$ cat src/rtl/keypad_pkg.sv
// Shared types and helpers for the 4x4 keypad responder: FSM state encoding,
// matrix dimensions and key-code field extraction.
package keypad_pkg;

  localparam int KP_ROWS = 4;
  localparam int KP_COLS = 4;

  typedef enum logic [2:0] {
    KP_IDLE,
    KP_PRESS,
    KP_HOLD,
    KP_RELEASE,
    KP_GAP
  } kp_state_t;

  function automatic logic [1:0] key_row(input logic [3:0] code);
    return code[3:2];
  endfunction

  function automatic logic [1:0] key_col(input logic [3:0] code);
    return code[1:0];
  endfunction

endpackage

$ cat src/rtl/kp_lfsr8.sv
// 8-bit Fibonacci LFSR (x^8+x^6+x^5+x^4+1) supplying contact bounce noise.
// Compiled only when KEYPAD_BOUNCE_EN is defined.
`ifdef KEYPAD_BOUNCE_EN
module kp_lfsr8 (
  input  logic       clk,
  input  logic       rst,
  input  logic       en,
  output logic [7:0] state
);

  localparam logic [7:0] SEED = 8'hA5;

  always_ff @(posedge clk) begin
    if (rst) begin
      state <= SEED;
    end else if (en) begin
      state <= {state[6:0], state[7] ^ state[5] ^ state[4] ^ state[3]};
    end
  end

endmodule
`endif

$ cat src/rtl/keypad_emulator.sv
// Matrix-keypad responder: plays each submitted key through press/hold/release/gap
// on the active-low row lines. Define KEYPAD_BOUNCE_EN for LFSR contact bounce.
module keypad_emulator
  import keypad_pkg::*;
#(
  parameter int unsigned HOLD_CYCLES   = 2000,
  parameter int unsigned BOUNCE_CYCLES = 64,
  parameter int unsigned GAP_CYCLES    = 500,
  parameter int unsigned CNT_W         = 16
) (
  input  logic               clk,
  input  logic               rst,
  input  logic               key_valid,
  input  logic [3:0]         key_code,
  output logic               key_ready,
  input  logic [KP_COLS-1:0] col_in,
  output logic [KP_ROWS-1:0] row_out,
  output logic               busy,
  output logic               key_done
);

  localparam logic [CNT_W-1:0] HOLD_LEN   = CNT_W'(HOLD_CYCLES);
  localparam logic [CNT_W-1:0] BOUNCE_LEN = CNT_W'(BOUNCE_CYCLES);
  localparam logic [CNT_W-1:0] GAP_LEN    = CNT_W'(GAP_CYCLES);

  kp_state_t          state_q, state_d;
  logic [CNT_W-1:0]   cnt_q, cnt_d, phase_len;
  logic [3:0]         key_q, key_d;
  logic               done_d;
  logic               phase_last;
  logic               contact;
  logic [KP_ROWS-1:0] row_d;

  assign key_ready = (state_q == KP_IDLE);
  assign busy      = (state_q != KP_IDLE);

  // A zero-length phase still occupies one cycle, so it counts as "last" at once.
  always_comb begin
    phase_len = '0;
    unique case (state_q)
      KP_PRESS, KP_RELEASE: phase_len = BOUNCE_LEN;
      KP_HOLD:              phase_len = HOLD_LEN;
      KP_GAP:               phase_len = GAP_LEN;
      default:              phase_len = '0;
    endcase
  end

  assign phase_last = (phase_len == '0) || (cnt_q == phase_len - CNT_W'(1));

`ifdef KEYPAD_BOUNCE_EN
  logic [7:0] lfsr;

  kp_lfsr8 u_lfsr (
    .clk   (clk),
    .rst   (rst),
    .en    (1'b1),
    .state (lfsr)
  );

  // Bounce settles on the final cycle so each window ends in its clean level.
  always_comb begin
    contact = 1'b0;
    unique case (state_q)
      KP_PRESS:   contact = phase_last ? 1'b1 : lfsr[0];
      KP_HOLD:    contact = 1'b1;
      KP_RELEASE: contact = phase_last ? 1'b0 : lfsr[0];
      default:    contact = 1'b0;
    endcase
  end
`else
  assign contact = (state_q == KP_PRESS) || (state_q == KP_HOLD);
`endif

  // NOTE: every always_comb output gets a default first so no path leaves it
  // unassigned; otherwise synthesis infers a latch.
  always_comb begin
    state_d = state_q;
    cnt_d   = cnt_q;
    key_d   = key_q;
    done_d  = 1'b0;
    if (state_q == KP_IDLE) begin
      if (key_valid) begin
        state_d = KP_PRESS;
        cnt_d   = '0;
        key_d   = key_code;
      end
    end else if (phase_last) begin
      cnt_d = '0;
      unique case (state_q)
        KP_PRESS:   state_d = KP_HOLD;
        KP_HOLD:    state_d = KP_RELEASE;
        KP_RELEASE: state_d = KP_GAP;
        KP_GAP: begin
          state_d = KP_IDLE;
          done_d  = 1'b1;
        end
        default:    state_d = KP_IDLE;
      endcase
    end else begin
      cnt_d = cnt_q + CNT_W'(1);
    end
  end

  always_comb begin
    row_d = '1;
    if (contact && !col_in[key_col(key_q)]) begin
      row_d[key_row(key_q)] = 1'b0;
    end
  end

  // NOTE: sequential state uses non-blocking assignments so every register
  // samples the pre-edge values; the reset here is synchronous to clk.
  always_ff @(posedge clk) begin
    if (rst) begin
      state_q  <= KP_IDLE;
      cnt_q    <= '0;
      key_q    <= '0;
      key_done <= 1'b0;
      row_out  <= '1;
    end else begin
      state_q  <= state_d;
      cnt_q    <= cnt_d;
      key_q    <= key_d;
      key_done <= done_d;
      row_out  <= row_d;
    end
  end

endmodule
$ cat config.mk
export PLATFORM = sky130hd
export DESIGN_NAME = keypad_emulator
export DESIGN_NICKNAME = d
export VERILOG_FILES = /design/src/rtl/keypad_pkg.sv /design/src/rtl/kp_lfsr8.sv /design/src/rtl/keypad_emulator.sv
export SDC_FILE = /design/constraint.sdc
export NUM_CORES = 1
export LEC_CHECK = 0
export CORE_ASPECT_RATIO = 0.5
export CORE_MARGIN = 10
export CORE_UTILIZATION = 50
export CTS_BUF_LIST = sky130_fd_sc_hd__clkbuf_8 sky130_fd_sc_hd__clkbuf_16
export DETAILED_ROUTE_END_ITERATION = 10
export PLACE_DENSITY = 0.81
export SLEW_MARGIN = 15
export SYNTH_ARGS = -nofsm -noshare
export SYNTH_HDL_FRONTEND = slang
export SYNTH_SLANG_ARGS = --single-unit
$ cat constraint.sdc
create_clock -name clk -period 2.8 [get_ports clk]
set_input_delay 0.28 -clock clk [delete_from_list [all_inputs] [get_ports clk]]
set_output_delay 0.28 -clock clk [all_outputs]
set_load 0.02 [all_outputs]
==> results of run 1 <==
[stage by stage]
| stage | hold slack (ns) | instance area, um^2 | instances | setup WS [ns] |
|---|---|---|---|---|
| floorplan | 0.386 | 1620 | 200 | 0.0166 |
| global placement | 0.402 | 1840 | 249 | 0.149 |
| detailed placement | 0.417 | 1840 | 249 | 0.0500 |
| CTS | 0.439 | 1880 | 252 | 0.0215 |
| global route | 0.464 | 1890 | 253 | 0.0253 |
| finish | 0.438 | 1890 | 253 | 0.140 |
[power groups by stage]
| stage | clock, mW | combinational [mW] | sequential, mW |
|---|---|---|---|
| 2_1_floorplan | 0 | 0.0553 | 0.421 |
| 3_3_place_gp | 0 | 0.0897 | 0.420 |
| 3_5_place_dp | 0 | 0.0908 | 0.420 |
| 4_1_cts | 0.219 | 0.0910 | 0.411 |
| 5_1_grt | 0.231 | 0.100 | 0.412 |
| 6_report | 0.216 | 0.0916 | 0.411 |
[worst max-delay path: stages (launching register included)]
cell	delay [ns]
dfxtp_1	0.32
or3_4	0.42
clkinvlp_4	0.11
nor2_1	0.05
ha_1	0.23
a2111oi_0	0.62
a211oi_2	0.10
nand4_1	0.20
nand2_1	0.24
o31ai_1	0.29
[kinds of logic after synthesis]
family,Yosys count,synth area share
AOI/OAI and AO/OA,47,0.199
xor gates and xnor gates,5,0.0272
adders and majority gates,2,0.0156
buffers and inverters,21,0.0553
DFF,28,0.349
muxes,7,0.0514
and+or+nand+nor,90,0.303
[state kept, by name, summed over array words and instances, names as in the netlist]
name	flops
key_done	1
cnt_q	16
key_q	4
row_out	4
state_q	3
[metal layers]
metal | vias up | share of wire
met5 | - | 0
met4 | 0 | 0.0074
met3 | 4 | 0.073
met2 | 52 | 0.45
met1 | 688 | 0.47
li1 | 761 | -
[cell usage in the layout (no fill, tap or decap), types with 4 or more instances in the layout]
cell type | Yosys | routed
nand4_1 | 6 | 6
a31oi_1 | 8 | 8
mux2i_1 | 6 | 6
a21oi_1 | 6 | 6
dfxtp_1 | 28 | 28
buf_4 | 0 | 7
nor2_1 | 15 | 15
nand2b_1 | 6 | 6
o22ai_1 | 4 | 4
nand3_1 | 13 | 13
o21ai_0 | 9 | 9
inv_1 | 7 | 6
nand2_1 | 20 | 20
nor3b_1 | 5 | 5
clkdlybuf4s50_1 | 0 | 17
[what timing repair did]
| action | 4_1_cts | 5_1_grt |
|---|---|---|
| buffers inserted | 0 | 1 |
| endpoints found under the setup margin | 0 | 5 |
| hold endpoints to repair | 0 | 0 |
[cell type report]
cell class	instances	area, um^2
clock buffers	3	41.3
multi-input cells	151	982
inverters	7	30.0
repair buffers	24	223
flip-flops and latches	28	561
well taps	40	50.0
fillers	262	1160
[cell usage after synthesis, drive strengths merged, types with 3 or more instances]
library cell	number	area share
nand2b	6	0.023
xnor2	3	0.016
nor2	15	0.035
dfxtp	28	0.35
o31ai	3	0.014
nand2	20	0.047
nand3b	3	0.014
mux2i	6	0.037
or3	3	0.015
a21oi	6	0.019
o21a	3	0.014
nor4	4	0.016
nand3	13	0.040
buf	3	0.013
inv	7	0.016
nand4	7	0.031
nor3b	5	0.023
nor3	4	0.012
clkbuf	11	0.026
a31oi	8	0.031
o22ai	4	0.016
o21ai	9	0.028
[worst max-delay path by stage]
stage	startpoint	depth (start not counted)	slack (ns)	endpoint
after floorplan	state_q[0]	10	0.02	state_q[2]
after global placement	state_q[0]	10	0.15	state_q[2]
after detailed placement	state_q[0]	10	0.05	state_q[2]
after CTS	state_q[0]	10	0.02	state_q[2]
after global routing	state_q[0]	9	0.03	cnt_q[12]
final	state_q[0]	9	0.14	cnt_q[12]
==> summary.md, run 1 <==
| Metric | Value |
|---|---|
| Internal Pwr Total | `0.546 mW` |
| Worst-Skew Late Latency | `0.27 ns` |
| Initial DRC Count | `90` |
| Mapped Nets | `213` |
| Initial Util | `0.528` |
| M2 GR Usage | `0.203` |
| Reg2reg start | `state_q[0]` |
| R2R cell count | `9` |
| GR Util All Layers | `0.124` |
| GRT met1 Usage | `0.162` |
| Max Cap Viol | `0` |
| DIE HEIGHT | `60.1 um` |
| Final worst path period share | `0.950` |
| WL final | `3670 um` |
| # resized after CTS | `0` |
| Reg power frac | `0.572` |
| Net switching power | `0.172 mW` |
| Normalized max-slew margin | `0.582` |
| Leak | `0.610 nW` |
| Worst Path Required | `2.99 ns` |
| Setup Skew | `0.00190 ns` |
| Crit path DAT | `2.85 ns` |
| Startpoint type of the worst setup path | `flip-flop` |
| Bufs on Longest Clock Path | `2` |
| Final Hold Vio Count | `0` |
| Vias post-DR | `1505` |
| Avg Inst Size Synth | `8.04 um^2` |
| Via-to-Cell Ratio | `5.95` |
| Switching Fraction | `0.240` |
| Worst Path Max Fanout | `8` |
| Grt ovf | `0` |
| Worst Hold Path EP | `row_out[2]` |
| Hpwl dp | `2650 um` |
| IO Port Bufs | `17` |
| Final core utilization | `0.619` |
| Worst Hold Launch | `key_q[3]` |
| Nets | `228` |
| Max Fclk | `0.376 GHz` |
| CTS H-tree depth | `1` |
| PwrDens | `381 mW/mm^2` |
| CTS sink cnt | `28` |
| Routed len/inst | `14.5 um` |
| RSZ-0062 raised after global routing | `false` |
| Seq/Total Area, Yosys | `0.349` |
| Cells on Worst Hold Path | `1` |
| Worst-path clk slew | `0.09 ns` |
| Mapped Area | `0.00161 mm^2` |
| Antenna diodes | `0` |
| Busiest grt layer | `met2` |
| # rows | `14` |
| Top FF cell, synth | `dfxtp_1` |
| Gate power share | `0.127` |
| Least-Margin Pin Slew | `0.612 ns` |
| Clk pwr share | `0.301` |
| Status | `finished, final reports clean` |
| Asr flop ratio synth | `0` |
| Remaining antenna violation count | `0` |
| Num CTS Buffers | `3` |
| Setup-failing EPs final | `0` |
| Die area | `0.00602 mm^2` |
| Total power | `0.719 mW` |
| Pin count of the biggest net entering global routing | `23` |
| TNS Setup | `0 ns` |
| Max-slew violation count | `0` |
| #FFs+latches synth | `28` |
| Clk root buf | `clkbuf_8` |
| Max VDD drop | `0.000246 V` |
| Vias in the first global route | `1333` |
| Crit Path Class | `flip-flop to flip-flop` |
| Reg2Reg Setup Slack | `0.14 ns` |
| DRC viols | `0` |
| Worst reg2reg endpoint | `cnt_q[12]` |
| Core footprint | `0.00305 mm^2` |
| Share of cells above drive strength 1 | `0.0892` |
| Min Clock Period, post-route | `2.66 ns` |
| Critical path endpoint category | `flip-flop` |
| Cells after Synth | `200` |
| First-pass DRT Iterations | `4` |
| Yosys warns | `0` |
| Met3 Track Usage GR | `0.0322` |
| P&R area growth vs syn | `17.4%` |
| CTS Hold Buffers Added | `0` |
| Antenna violations before repair | `0` |
| I/O pins | `18` |
| Cell variety after synth | `49` |
| Post-synth EDFFs | `0` |
| First-pass GRT wire length | `6260 um` |
| Die W | `100 um` |
| Hold Crit Class | `flip-flop to flip-flop` |
| Gpl congestion | `0.852` |
| CTS tree | `yes` |
(Power assumes the default switching activity.)
==> run 2, diff against run 1 <==
--- a/config.mk
+++ b/config.mk
@@ -5,12 +5,13 @@
 export SDC_FILE = /design/constraint.sdc
 export NUM_CORES = 1
 export LEC_CHECK = 0
+export ABC_AREA = 1
 export CORE_ASPECT_RATIO = 0.5
 export CORE_MARGIN = 10
 export CORE_UTILIZATION = 50
 export CTS_BUF_LIST = sky130_fd_sc_hd__clkbuf_8 sky130_fd_sc_hd__clkbuf_16
 export DETAILED_ROUTE_END_ITERATION = 10
-export PLACE_DENSITY = 0.81
+export PLACE_DENSITY = 0.8
 export SLEW_MARGIN = 15
 export SYNTH_ARGS = -nofsm -noshare
 export SYNTH_HDL_FRONTEND = slang
==> run 2 against run 1 <==
Fmax up 14%. Setup slack better by 0.33 ns. Clock skew up 0.0019 ns. Total power up 47%. Routed wire length up 15%. Global-route usage up 0.44 points. Critical path type unchanged. Largest cell class unchanged.
==> summary.md, run 2 <==
| Metric | Value |
|---|---|
| Num CTS Buffers | `3` |
| #FFs+latches synth | `28` |
| PwrDens | `507 mW/mm^2` |
| Cell variety after synth | `29` |
| Leak | `0.857 nW` |
| CTS tree | `yes` |
| Cells after Synth | `268` |
| P&R area growth vs syn | `14.5%` |
| Max-slew violation count | `0` |
| Post-synth EDFFs | `0` |
| Initial DRC Count | `124` |
| CTS sink cnt | `28` |
| RSZ-0062 raised after global routing | `false` |
| Synth area leaders | `dfxtp_1, nand2_1, inv_1` |
| Top flop regs | `cnt_q (16), key_q (4), row_out (4)` |
| Least-Margin Pin Slew | `0.341 ns` |
| Startpoint type of the worst setup path | `flip-flop` |
| Nets | `300` |
| Worst Path Required | `2.98 ns` |
| GR Util All Layers | `0.129` |
| CP max-delay cell | `dfxtp_1` |
| Crit-path most repeated cell | `nand2_1` |
| Max reg flops | `16` |
| FILL cells | `316` |
| Placed cell areas | `0.00203 mm^2` |
| Max VDD drop | `0.000178 V` |
| Largest Register | `cnt_q` |
| CP Cell Sequence | `inv_2 -> nand2_2 -> nand3_2 -> ha_1 -> nand2_1 -> nand2_1 -> nor2_1 -> nand2_1 -> nor2_1 -> nand2_1 -> nor2_2 -> nand2_8 -> nand2_4 -> nand2_1 -> nand2_1 -> nand2_1` |
| Min Clock Period, post-route | `2.33 ns` |
| Net switching power | `0.383 mW` |
| Seq/Total Area, Yosys | `0.308` |
| Post-synth top cells | `nand2_1, inv_1, dfxtp_1, nand3_1, nor2_1` |
| Bufs on Longest Clock Path | `2` |
| Via-to-Cell Ratio | `5.18` |
| Crit Path Class | `flip-flop to flip-flop` |
| Worst-path clk slew | `0.09 ns` |
| Worst Hold Launch | `key_q[3]` |
| Avg Inst Size Synth | `6.78 um^2` |
| Antenna violations before repair | `0` |
| DRC viols | `0` |
| Mapped Area | `0.00182 mm^2` |
| Fin area | `0.00208 mm^2` |
| Asr flop ratio synth | `0` |
| Clk root buf | `clkbuf_8` |
| Critical path endpoint category | `flip-flop` |
| # resized after CTS | `0` |
| Crit path DAT | `2.51 ns` |
| Yosys warns | `0` |
| Setup Skew | `0.00376 ns` |
| Reg power frac | `0.427` |
| Setup bufs post-CTS | `0` |
| Setup-failing EPs final | `0` |
| Clk pwr share | `0.242` |
| Reg2reg start | `state_q[2]` |
| Max Fclk | `0.429 GHz` |
| I/O pins | `18` |
| Final Hold Vio Count | `0` |
| Max Cap Viol | `0` |
| Max stage delay on crit path | `0.46 ns` |
| IO Port Bufs | `17` |
| Initial Util | `0.524` |
| Switching Fraction | `0.363` |
| Crit path buf inv count | `1` |
| Most frequent cells in the layout | `nand2_1, inv_1, dfxtp_1` |
| DIE HEIGHT | `62.6 um` |
| Share of cells above drive strength 1 | `0.140` |
| Final worst path period share | `0.832` |
| Mapped Nets | `281` |
| Top FF cell, synth | `dfxtp_1` |
| Top-area cell type share of the netlist area | `0.308` |
| Vias in the first global route | `1586` |
| Internal Pwr Total | `0.673 mW` |
| Remaining antenna violation count | `0` |
| Pre-CTS WS | `0.528 ns` |
| Status | `finished, final reports clean` |
| Worst-Skew Late Latency | `0.28 ns` |
| Pin count of the biggest net entering global routing | `21` |
| CTS H-tree depth | `1` |
| Hpwl dp | `3130 um` |
| Normalized max-slew margin | `0.771` |
| Vias post-DR | `1747` |
| WL final | `4220 um` |
| Gpl congestion | `0.918` |
| Most common cell after layout, fill and taps aside | `nand2_1` |
| First-pass GRT wire length | `7270 um` |
| Total power | `1.06 mW` |
| Final WS setup | `0.470 ns` |
| First-pass DRT Iterations | `4` |
| CTS Hold Buffers Added | `0` |
| Die area | `0.00659 mm^2` |
| Hold Crit Class | `flip-flop to flip-flop` |
| Worst Path Max Fanout | `17` |
| Die W | `105 um` |
| Core footprint | `0.00347 mm^2` |
| Crit. Startpoint | `state_q[2]` |
| Gate power share | `0.331` |
| Antenna diodes | `0` |
| Crit-path leading delay family | `simple AND/OR/NAND/NOR gates` |
| Post-synth top area cell | `dfxtp_1` |
| Routed len/inst | `12.5 um` |
| Most common cell in the netlist | `nand2_1` |
| TNS Setup | `0 ns` |
| Grt ovf | `0` |
| # rows | `15` |
run 2: cell types whose count changed in the layout (fill, tap and decap cells not counted), moves of 9 or more:
cell	change
nand3_1	+13
inv_1	+29
a21oi_2	+9
nand2_1	+50
nand3_2	+12
run 2: metrics by stage:
stage               utilization  std cells  hold WS [ns]
finish                    0.599        337         0.428
floorplan                     -        268         0.394
detailed placement        0.583        333         0.406
CTS                       0.599        337         0.428
global placement          0.583        333         0.403
global route              0.599        337         0.443
run 2: final cells by class:
type / count / area, um^2 / share of cell area
multi-input combinational: 197 / 1070 / 0.514
sequential: 28 / 561 / 0.269
timing repair buffer: 20 / 193 / 0.0926
inverter: 37 / 139 / 0.0667
tap: 51 / 63.8 / 0.0307
clock buffer: 4 / 55.1 / 0.0265
run 2: power by group through the flow:
stage	Clock, mW	Sequential, mW	Combinational (mW)
after floorplan	0	0.457	0.257
after global routing	0.277	0.455	0.389
final	0.256	0.451	0.349
after global placement	0	0.456	0.342
after CTS	0.260	0.450	0.350
after detailed placement	0	0.459	0.350
run 2: path summary, 6_finish.rpt:
path	end	slack, ns	cells after the start
max	state_q[1]	0.47	16
min	row_out[3]	0.43	1
max reg2reg	state_q[1]	0.47	16
min reg2reg	row_out[3]	0.43	1
run 2: kinds of logic after synthesis:
logic type | after synthesis | share of synthesized area
AOI/OAI and AO/OA | 33 | 0.111
xor gates and xnor gates | 9 | 0.0434
adders and majority gates | 2 | 0.0138
buffers and inverters | 43 | 0.103
DFF | 28 | 0.308
and+or+nand+nor | 153 | 0.421
run 2: worst reg2reg max path, cell delays in order (launching register included):
cell and delay (ns):
dfxtp_1 0.46, inv_2 0.13, nand2_2 0.15, nand3_2 0.10, ha_1 0.30, nand2_1 0.07, nand2_1 0.05, nor2_1 0.09
nand2_1 0.06, nor2_1 0.11, nand2_1 0.07, nor2_2 0.23, nand2_8 0.17, nand2_4 0.12, nand2_1 0.05, nand2_1 0.05
nand2_1 0.04
run 2: per-layer routing:
layer	share of wire	up-vias	track usage
li1	-	892	-
met1	0.47	813	0.157
met2	0.46	38	0.223
met3	0.055	4	0.0319
met4	0.0076	0	0.0255
met5	0	-	0
==> run 3, diff against run 2 <==
==> constraint.sdc (replaced) <==
create_clock -name clk -period 2 [get_ports clk]
set_input_delay 0.2 -clock clk [delete_from_list [all_inputs] [get_ports clk]]
set_output_delay 0.2 -clock clk [all_outputs]
set_load 0.02 [all_outputs]
==> run 3 against run 2 <==
The run now ends with negative setup slack left. Setup slack worse by 0.52 ns. Clock power is 79% higher. Core utilization increased by 8.9 points. Critical path type unchanged. Largest cell class unchanged.
==> summary.md, run 3 (same netlist as run 2, synthesis figures left out) <==
| Metric | Value |
|---|---|
| Worst Path Required | `2.18 ns` |
| Setup-failing EPs final | `15` |
| Setup Skew | `0.00896 ns` |
| Die area | `0.00659 mm^2` |
| I/O pins | `18` |
| Failing checks | `negative setup slack` |
| Core footprint | `0.00347 mm^2` |
| IO Port Bufs | `17` |
| Startpoint type of the worst setup path | `flip-flop` |
| RSZ-0062 raised after global routing | `true` |
| Most frequent cells in the layout | `nand2_1, inv_1, dfxtp_1` |
| CTS tree | `yes` |
| # placed instances | `338` |
| P&R area growth vs syn | `31.4%` |
| Share of cells above drive strength 1 | `0.240` |
| First-pass DRT Iterations | `6` |
| Max reg flops | `16` |
| R2R cell count | `16` |
| Hpwl dp | `3430 um` |
| CTS sink cnt | `28` |
| DIE HEIGHT | `62.6 um` |
| Top flop regs | `cnt_q (16), key_q (4), row_out (4)` |
| Hold Crit Class | `flip-flop to flip-flop` |
| Die W | `105 um` |
| Final WS setup | `-0.0528 ns` |
| DRC viols | `0` |
| First-pass GRT wire length | `8270 um` |
| Via-to-Cell Ratio | `5.47` |
| Max-slew violation count | `0` |
| TNS Setup | `-0.317 ns` |
| Least-Margin Pin Slew | `0.336 ns` |
| FILL cells | `249` |
| # rows | `15` |
| PwrDens | `741 mW/mm^2` |
| GR Util All Layers | `0.147` |
| Largest Register | `cnt_q` |
| Vias in the first global route | `1734` |
| Status | `finished with violations` |
| CTS H-tree depth | `1` |
| Crit path DAT | `2.23 ns` |
| Cells on Worst Hold Path | `1` |
| Antenna violations before repair | `0` |
| Max Fclk | `0.487 GHz` |
| Antenna diodes | `0` |
| Gpl congestion | `0.904` |
| Pre-CTS WS | `-0.114 ns` |
| Min Clock Period, post-route | `2.05 ns` |
| Non-Filler Instances | `355` |
| Initial DRC Count | `163` |
| Pin count of the biggest net entering global routing | `20` |
| Remaining antenna violation count | `0` |
| Max Cap Viol | `0` |
| Final worst path period share | `1.03` |
| Multi-input logic area | `0.00119 mm^2` |
| CTS Hold Buffers Added | `0` |
| Sequential cell area | `572 um^2` |
| Nets | `318` |
| Grt ovf | `0` |
| Most common cell after layout, fill and taps aside | `nand2_1` |
| WL final | `5240 um` |
| Num CTS Buffers | `3` |
| Final Hold Vio Count | `0` |
| Worst-path clk slew | `0.11 ns` |
| Clk root buf | `clkbuf_8` |
| Initial Util | `0.524` |
| Bufs on Longest Clock Path | `2` |
| Worst-Skew Late Latency | `0.28 ns` |
| Worst Path Max Fanout | `5` |
| Max VDD drop | `0.000283 V` |
| Vias post-DR | `1942` |
| Crit Path Class | `flip-flop to flip-flop` |
| Leak | `0.976 nW` |
| Routed len/inst | `14.7 um` |
| Critical path endpoint category | `flip-flop` |
| Normalized max-slew margin | `0.776` |
==> run 3: worst paths after layout <==
| path | from | end | slack [ns] |
|---|---|---|---|
| worst min-delay path | key_q[3] | row_out[2] | 0.43 |
| worst min register to register | key_q[3] | row_out[2] | 0.43 |
| worst max-delay path | state_q[1] | state_q[0] | -0.05 |
| worst max register to register | state_q[1] | state_q[0] | -0.05 |
==> run 3: stage by stage <==
stage / area, um^2 / total power, mW / hold WS [ns] / utilization
after floorplan: 1870 / 1.05 / 0.368 / -
after global placement: 2110 / 1.19 / 0.403 / 0.606
after detailed placement: 2110 / 1.20 / 0.404 / 0.606
after CTS: 2260 / 1.68 / 0.430 / 0.651
after global routing: 2390 / 1.85 / 0.447 / 0.688
final: 2390 / 1.77 / 0.426 / 0.688
==> run 3: power breakdown <==
group | leakage [nW] | switching [mW] | internal, mW
clock | 0.0357 | 0.189 | 0.268
sequential | 0.229 | 0.0449 | 0.597
combinational | 0.711 | 0.401 | 0.271
total | 0.976 | 0.635 | 1.14
==> run 3: repair_timing <==
| action | 4_1_cts | 5_1_grt |
|---|---|---|
| resized for setup | 4 | 19 |
| setup endpoints to repair | 19 | 20 |
| pin swaps | 3 | 9 |
| gates cloned | 2 | 0 |
| setup buffers | 7 | 4 |
==> run 3: per-layer routing <==
metal | up-vias | share of wire | global-route usage
met5 | - | 0 | 0
met4 | 0 | 0.026 | 0.0306
met3 | 18 | 0.072 | 0.0309
met2 | 95 | 0.48 | 0.258
met1 | 898 | 0.42 | 0.178
li1 | 931 | - | -
==> run 3: layout make-up <==
class	count	area share
multi-input cells	199	0.500
well taps	51	0.0267
flip-flops and latches	28	0.239
repair buffers	36	0.142
clock inverters	1	0.0126
inverters	37	0.0613
clock buffers	3	0.0173
==> run 3: worst max-delay path, cell delays in order, from the launching register on <==
cell     delay, ns
dfxtp_4       0.39
nor2_4        0.13
nand2_2       0.08
nand3_4       0.09
ha_4          0.21
nand2_2       0.05
nand2_1       0.05
nor2_1        0.11
nand2_1       0.06
nor2_1        0.09
nand2_1       0.09
nor2_4        0.15
buf_4         0.13
buf_6         0.09
a21oi_1       0.08
nor2_1        0.11
nor2_1        0.04
